==> src/rtl/arb_burst_ctrl_if.sv <==
// arb_burst_ctrl_if: request/grant bundle between requesters and arb_burst_ctrl.
// The arbiter connects through the slave modport; the requester side uses master.
interface arb_burst_ctrl_if #(
    parameter int NPORTS = 3
);
    logic [NPORTS-1:0]   req;
    logic [NPORTS-1:0]   en;
    logic [4*NPORTS-1:0] burst_len;
    logic                beat;
    logic [NPORTS-1:0]   grant;
    logic [2:0]          owner;
    logic                busy;
    logic                timeout_err;

    modport master (
        output req, en, burst_len, beat,
        input  grant, owner, busy, timeout_err
    );

    modport slave (
        input  req, en, burst_len, beat,
        output grant, owner, busy, timeout_err
    );
endinterface

==> src/rtl/arb_burst_ctrl.sv <==
// arb_burst_ctrl: round-robin burst arbiter with registered one-hot grant.
// IDLE arbitrates, BURST holds the owner until its beats are done or it
// releases, GAP inserts one dead cycle before the next arbitration.
// Optional watchdog: define ARB_TIMEOUT_EN to revoke a grant after TIMEOUT
// consecutive beat-less cycles (timeout_err pulses in the following GAP).
module arb_burst_ctrl #(
    parameter int NPORTS    = 3,
    parameter int MAX_BURST = 8,
    parameter int TIMEOUT   = 16
) (
    input  logic           clk,
    input  logic           rst_n,
    arb_burst_ctrl_if.slave bus
);

    if (NPORTS < 2 || NPORTS > 8 || MAX_BURST < 1 || MAX_BURST > 15 || TIMEOUT < 1) begin : g_bad_param
        $error("arb_burst_ctrl: parameter out of range");
    end

    typedef enum logic [1:0] {
        IDLE  = 2'd0,
        BURST = 2'd1,
        GAP   = 2'd2
    } state_t;

    state_t            r_state, w_state_nxt;
    logic [NPORTS-1:0] r_grant, w_grant_nxt;
    logic [2:0]        r_owner, w_owner_nxt;
    logic [2:0]        r_ptr,   w_ptr_nxt;
    logic [3:0]        r_len,   w_len_nxt;
    logic [3:0]        r_cnt,   w_cnt_nxt;

    logic [7:0]        w_elig8;
    logic              w_owner_ok;
    logic              w_found;
    logic [2:0]        w_winner;
    logic [3:0]        w_sum;
    logic [2:0]        w_cand;
    logic [3:0]        w_raw_len;
    logic [3:0]        w_clamp_len;
    logic              w_tmo;

    // Eligibility padded to 8 bits so a 3-bit index always fits.
    assign w_elig8    = 8'(bus.req & bus.en);
    assign w_owner_ok = w_elig8[r_owner];

    // Round-robin search: first eligible port at or after r_ptr, with wrap.
    always_comb begin
        w_found  = 1'b0;
        w_winner = '0;
        w_sum    = '0;
        w_cand   = '0;
        for (int unsigned k = 0; k < NPORTS; k++) begin
            w_sum  = {1'b0, r_ptr} + 4'(k);
            w_cand = (w_sum >= 4'(NPORTS)) ? 3'(w_sum - 4'(NPORTS)) : 3'(w_sum);
            if (!w_found && w_elig8[w_cand]) begin
                w_found  = 1'b1;
                w_winner = w_cand;
            end
        end
    end

    // Winner's requested length, clamped into 1..MAX_BURST.
    always_comb begin
        w_raw_len = '0;
        for (int unsigned k = 0; k < NPORTS; k++) begin
            if (w_winner == 3'(k)) begin
                w_raw_len = bus.burst_len[4*k +: 4];
            end
        end
        if (w_raw_len == 4'd0) begin
            w_clamp_len = 4'd1;
        end else if (w_raw_len > 4'(MAX_BURST)) begin
            w_clamp_len = 4'(MAX_BURST);
        end else begin
            w_clamp_len = w_raw_len;
        end
    end

`ifdef ARB_TIMEOUT_EN
    localparam int IW = $clog2(TIMEOUT + 1);

    logic [IW-1:0] r_idle;
    logic          r_terr;

    assign w_tmo = (r_state == BURST) && !bus.beat && (r_idle == IW'(TIMEOUT - 1));

    // Watchdog: count consecutive beat-less BURST cycles; flag the revoke.
    always_ff @(posedge clk or negedge rst_n) begin
        if (!rst_n) begin
            r_idle <= '0;
            r_terr <= 1'b0;
        end else begin
            r_terr <= w_tmo;
            if (r_state != BURST || bus.beat) begin
                r_idle <= '0;
            end else begin
                r_idle <= r_idle + 1'b1;
            end
        end
    end

    assign bus.timeout_err = r_terr;
`else
    assign w_tmo           = 1'b0;
    assign bus.timeout_err = 1'b0;
`endif

    // Next-state and next-register logic; defaults hold current values.
    always_comb begin
        w_state_nxt = r_state;
        w_grant_nxt = r_grant;
        w_owner_nxt = r_owner;
        w_ptr_nxt   = r_ptr;
        w_len_nxt   = r_len;
        w_cnt_nxt   = r_cnt;
        case (r_state)
            IDLE: begin
                if (w_found) begin
                    w_state_nxt = BURST;
                    w_grant_nxt = NPORTS'(1) << w_winner;
                    w_owner_nxt = w_winner;
                    w_len_nxt   = w_clamp_len;
                    w_cnt_nxt   = '0;
                    w_ptr_nxt   = (w_winner == 3'(NPORTS - 1)) ? 3'd0 : w_winner + 3'd1;
                end
            end
            BURST: begin
                // cnt < len always holds here, so the increment cannot pass len.
                if (bus.beat) begin
                    w_cnt_nxt = r_cnt + 4'd1;
                end
                if ((bus.beat && (r_cnt + 4'd1 == r_len)) || !w_owner_ok || w_tmo) begin
                    w_state_nxt = GAP;
                    w_grant_nxt = '0;
                end
            end
            GAP: begin
                w_state_nxt = IDLE;
            end
            default: begin
                w_state_nxt = IDLE;
                w_grant_nxt = '0;
            end
        endcase
    end

    // State and datapath registers; reset aborts any burst without a GAP.
    always_ff @(posedge clk or negedge rst_n) begin
        if (!rst_n) begin
            r_state <= IDLE;
            r_grant <= '0;
            r_owner <= '0;
            r_ptr   <= '0;
            r_len   <= '0;
            r_cnt   <= '0;
        end else begin
            r_state <= w_state_nxt;
            r_grant <= w_grant_nxt;
            r_owner <= w_owner_nxt;
            r_ptr   <= w_ptr_nxt;
            r_len   <= w_len_nxt;
            r_cnt   <= w_cnt_nxt;
        end
    end

    assign bus.grant = r_grant;
    assign bus.owner = r_owner;
    assign bus.busy  = |r_grant;

endmodule

==> src/flat_wrapper.sv <==
// flat-port wrapper written by rule: the top's interface ports become plain ports
module arb_burst_ctrl_flat 
#(
    parameter int NPORTS    = 3,
    parameter int MAX_BURST = 8,
    parameter int TIMEOUT   = 16
)
  (clk, rst_n, bus_req, bus_en, bus_burst_len, bus_beat, bus_grant, bus_owner, bus_busy, bus_timeout_err);
  arb_burst_ctrl_if #(.NPORTS(NPORTS)) bus_i ();
  input  logic clk;
  input  logic rst_n;
  input wire logic [$bits(bus_i.req)-1:0] bus_req;
  input wire logic [$bits(bus_i.en)-1:0] bus_en;
  input wire logic [$bits(bus_i.burst_len)-1:0] bus_burst_len;
  input wire logic [$bits(bus_i.beat)-1:0] bus_beat;
  output wire logic [$bits(bus_i.grant)-1:0] bus_grant;
  output wire logic [$bits(bus_i.owner)-1:0] bus_owner;
  output wire logic [$bits(bus_i.busy)-1:0] bus_busy;
  output wire logic [$bits(bus_i.timeout_err)-1:0] bus_timeout_err;
  assign bus_i.req = bus_req;
  assign bus_i.en = bus_en;
  assign bus_i.burst_len = bus_burst_len;
  assign bus_i.beat = bus_beat;
  assign bus_grant = bus_i.grant;
  assign bus_owner = bus_i.owner;
  assign bus_busy = bus_i.busy;
  assign bus_timeout_err = bus_i.timeout_err;
  arb_burst_ctrl #(.NPORTS(NPORTS), .MAX_BURST(MAX_BURST), .TIMEOUT(TIMEOUT)) u_core (.clk(clk), .rst_n(rst_n), .bus(bus_i));
endmodule
==> config.mk <==
export PLATFORM = sky130hd
export DESIGN_NAME = arb_burst_ctrl_flat
export DESIGN_NICKNAME = d
export VERILOG_FILES = /design/src/rtl/arb_burst_ctrl_if.sv /design/src/rtl/arb_burst_ctrl.sv /design/src/flat_wrapper.sv
export SDC_FILE = /design/constraint.sdc
export NUM_CORES = 1
export LEC_CHECK = 0
export BUFFER_PORTS_ARGS = -buffer_cell sky130_fd_sc_hd__buf_4
export CAP_MARGIN = 5
export CORE_ASPECT_RATIO = 0.6
export CORE_MARGIN = 3
export CORE_UTILIZATION = 35
export DETAILED_ROUTE_END_ITERATION = 6
export PLACE_DENSITY_LB_ADDON = 0.1
export SLEW_MARGIN = 20
export SYNTH_ARGS = -nofsm -noshare
export SYNTH_HDL_FRONTEND = slang
export SYNTH_SLANG_ARGS = --single-unit
export TNS_END_PERCENT = 5
==> constraint.sdc <==
create_clock -name clk -period 2.7 [get_ports clk]
set_input_delay 0.405 -clock clk [delete_from_list [all_inputs] [get_ports clk]]
set_output_delay 0.405 -clock clk [all_outputs]
set_load 0.1 [all_outputs]
==> impl_results.md <==
* Fmax at 369.0 MHz
* # port buffers at 27
* DP Cell Count at 280
* Hold buffer count at CTS at 0
* Failing checks: negative setup slack
* Initial core utilization at 37.44%
* Crit-path cells: ha_4 > ha_4 > a211oi_4 > buf_4 > nor2_1 > a2111oi_4 > buf_4 > o21a_1 > nor3b_1 > a211o_1 > a32oi_1 > o21ai_1
* Commonest cells after routing, fill and taps aside: buf_4 (56), nand2_1 (22), dfrtp_1 (18), o21ai_1 (9), nand3_1 (7)
* FILL cells at 412
* Final Max Slew Viols at 0
* Setup CP Type: reg2reg
* Number of synthesized flops with an enable pin at 0
* Grt ovf at 0
* DRC viols at 0
* Register area share after synthesis at 29.99%
* Power Total at 3.558 mW
* Compound-Gate Fraction of Synth Area at 27.86%
* Die X-Extent at 92.89 µm
* Slowest Stage Delay on Critical Path at 0.45 ns
* Area share of the largest cell type after synthesis at 29.99%
* Biggest area consumer among synthesized cells: dfrtp_1
* Post-synthesis mux area share at 1.263%
* Worst setup SP type: flop
* GRT Overall Usage at 17.40%
* Area Overhead vs Synth at 42.70%
* CTS Buf Count at 3
* Leak Pwr at 1.020 nW
* Clock buffer depth at 2
* Die Y at 58.13 µm
* CTS Root Cell: clkbuf_8
* Clock Latency Late Sink at 0.26 ns
* Placer Congestion at 0.8193
* Core area at 4234 µm²
* Multi-input combinational cell area at 1197 µm²
* Largest family of logic cells by synthesized area: compound AO/OA/AOI/OAI gates
* Io pins at 29
* Worst Skew at 0.001530 ns
* CTS clk-pin slew, worst paths at 0.07 ns
* Finished Core Util at 53.43%
* Yosys reg bits at 19
* Power Density at 1573 nW/µm²
* Avg Cell Area, Syn at 9.217 µm²
* DRT Wirelength at 4388 µm
* Fin crit period at 2.710 ns
* Area taken by flip-flops and latches at 476.7 µm²
* Run status: finished, violations left
* Vias in the first global route at 1493
* Most common cell after layout, fill and taps aside: buf_4
* Synth Area in Simple Gates at 25.73%
* Worst-path maximum fanout at 4
* Setup ws final at -0.009989 ns
* WP data required at 2.85 ns
* Routed Antenna Nets at 0
* Vias post-DR at 1536
* Max-Cap Viols at 0
* Yosys warnings at 0
* Endpoints failing hold at 0
* Synth top area cells: dfrtp_1 (30%), ha_1 (6.3%), nand2_1 (5.2%), xor2_1 (3.3%), xnor2_1 (2.8%)
* Nets@finish at 259
* Syn_nets at 201
* Max VDD drop at 0.0005660 V
* Final setup violation count at 1
* Initial antenna violation count at 0
* Via-per-instance ratio at 5.315
* Fraction of the mapped netlist area in adder cells at 6.314%
* Worst min path class: in2async
* CTS H-tree lvls at 1
* Period utilization at 100.4%
* Detailed router's first-iteration violation count at 98
* CTS tree: built
* Die Area at 5399 µm²
* RSZ-0062 raised after global routing: yes
* Post-synth top flop: dfrtp_1
* XOR/XNOR share of the synthesized area at 6.077%
* Post-detail-place hpwl at 3537 µm
* Antenna cells at 0
* Pre-antenna DRT Iters at 4
* Post-route insts no fill at 289
* Clk sink count at 19
* Cell count after synthesis at 172
* Ys async rst share at 100.0%
* Share of layout cells above drive strength 1 at 42.36%
* Post-Syn Area at 1585 µm²
* Critical Path AT at 2.86 ns
* # rows at 18
* First-pass GRT wire length at 7472 µm
* Type of destination of the critical path: flop
* Largest net degree at the start of global routing at 20
* Library cells used by synthesis at 57
* Avg WL per Cell at 15.18 µm
* Slowest-stage cell, CP: dfrtp_2
[kinds of logic (layout without fill, tap and decap cells)]
| kind of cell | count (synthesis) | after routing |
|---|---|---|
| AND/OR/NAND/NOR | 69 | 69 |
| multiplexers | 2 | 2 |
| adder cells (fa/ha/maj) | 8 | 8 |
| buffers and inverters | 9 | 66 |
| XOR/XNOR | 11 | 11 |
| other | 1 | 1 |
| flip-flops | 19 | 19 |
| AO/OA/AOI/OAI | 53 | 53 |
[sequential cells by signal (all words and copies together), names as in the netlist]
signal / cells
u_core.r_len: 4
u_core.r_ptr: 3
u_core.r_cnt: 4
u_core.bus.owner: 3
u_core.bus.grant: 3
u_core.r_state: 2
[through the flow]
step                setup TNS, ns  hold slack [ns]  worst slack (ns)  cell area, µm²
global placement          -0.1421           0.2916          -0.04402            2041
global route              -0.9616          0.01181           -0.1477            2262
floorplan                -0.07324           0.1094          -0.02968            1593
finish                  -0.009989         0.007316         -0.009989            2262
detailed placement        -0.5630           0.2970           -0.1824            2041
CTS                      -0.01171         0.006827          -0.01171            2206
[path summary, 6_finish.rpt]
path                                             startpoint                              end  slack (ns)  cells past startpoint
worst max-delay path            u_core.r_ptr[1]$_DFFE_PN0P_      u_core.r_len[0]$_DFFE_PN0P_       -0.01                     12
worst min-delay path                                  rst_n  u_core.bus.grant[0]$_DFFE_PN0P_       0.007                      1
worst max register to register  u_core.r_ptr[1]$_DFFE_PN0P_      u_core.r_len[0]$_DFFE_PN0P_       -0.01                     12
worst min register to register  u_core.r_len[1]$_DFFE_PN0P_      u_core.r_len[1]$_DFFE_PN0P_        0.50                      2
max in group asynchronous                             rst_n      u_core.r_ptr[1]$_DFFE_PN0P_        2.47                      1
min in group clk                           bus_burst_len[1]      u_core.r_len[1]$_DFFE_PN0P_        0.45                      3
[layout make-up]
| cell class | count | share of cell area [%] |
|---|---|---|
| repair buffers | 58 | 19.97 |
| multi-input cells | 144 | 52.93 |
| clock inverters | 1 | 0.2212 |
| clock buffers | 3 | 1.825 |
| inverters | 4 | 0.6637 |
| well taps | 60 | 3.319 |
| flip-flops and latches | 19 | 21.07 |
[what timing repair did]
| item | in CTS | in global routing |
|---|---|---|
| resized for setup | 19 | 12 |
| setup endpoints to repair | 10 | 15 |
| buffers inserted | 3 | 2 |
| pin swaps | 14 | 13 |
[metal layers]
layer | wire, µm | share of wire, % | track usage (%) | vias up
met5 | 0 | 0 | 0 | -
met3 | 359 | 8.2 | 3.632 | 5
met2 | 1723 | 39 | 25.18 | 65
met1 | 2265 | 52 | 26.51 | 715
li1 | - | - | - | 751
met4 | 38 | 0.87 | 3.758 | 0
[Yosys cell counts, drive strengths merged (4+ instances only)]
cell type and instances:
a211oi 4, nand2 22, xnor2 5, xor2 6
inv 4, dfrtp 19, nand3 7, nand3b 4
ha 8, a21oi 5, a21o 5, nor2 10
o21ai 15
[power by group]
| group | switching [mW] | internal [mW] |
|---|---|---|
| Combinational | 1.52 | 1.34 |
| Sequential | 0.103 | 0.386 |
| Clock | 0.102 | 0.103 |
| Total | 1.73 | 1.83 |
[worst max-delay path, delay by kind of cell (launching register included)]
family                     cells  cell delay [ns]
AOI/OAI and AO/OA              6             1.29
adders and majority gates      2             0.35
buffers and inverters          2             0.38
DFF                            1             0.45
and+or+nand+nor                2             0.12
Power figures use the tool's default switching activity.
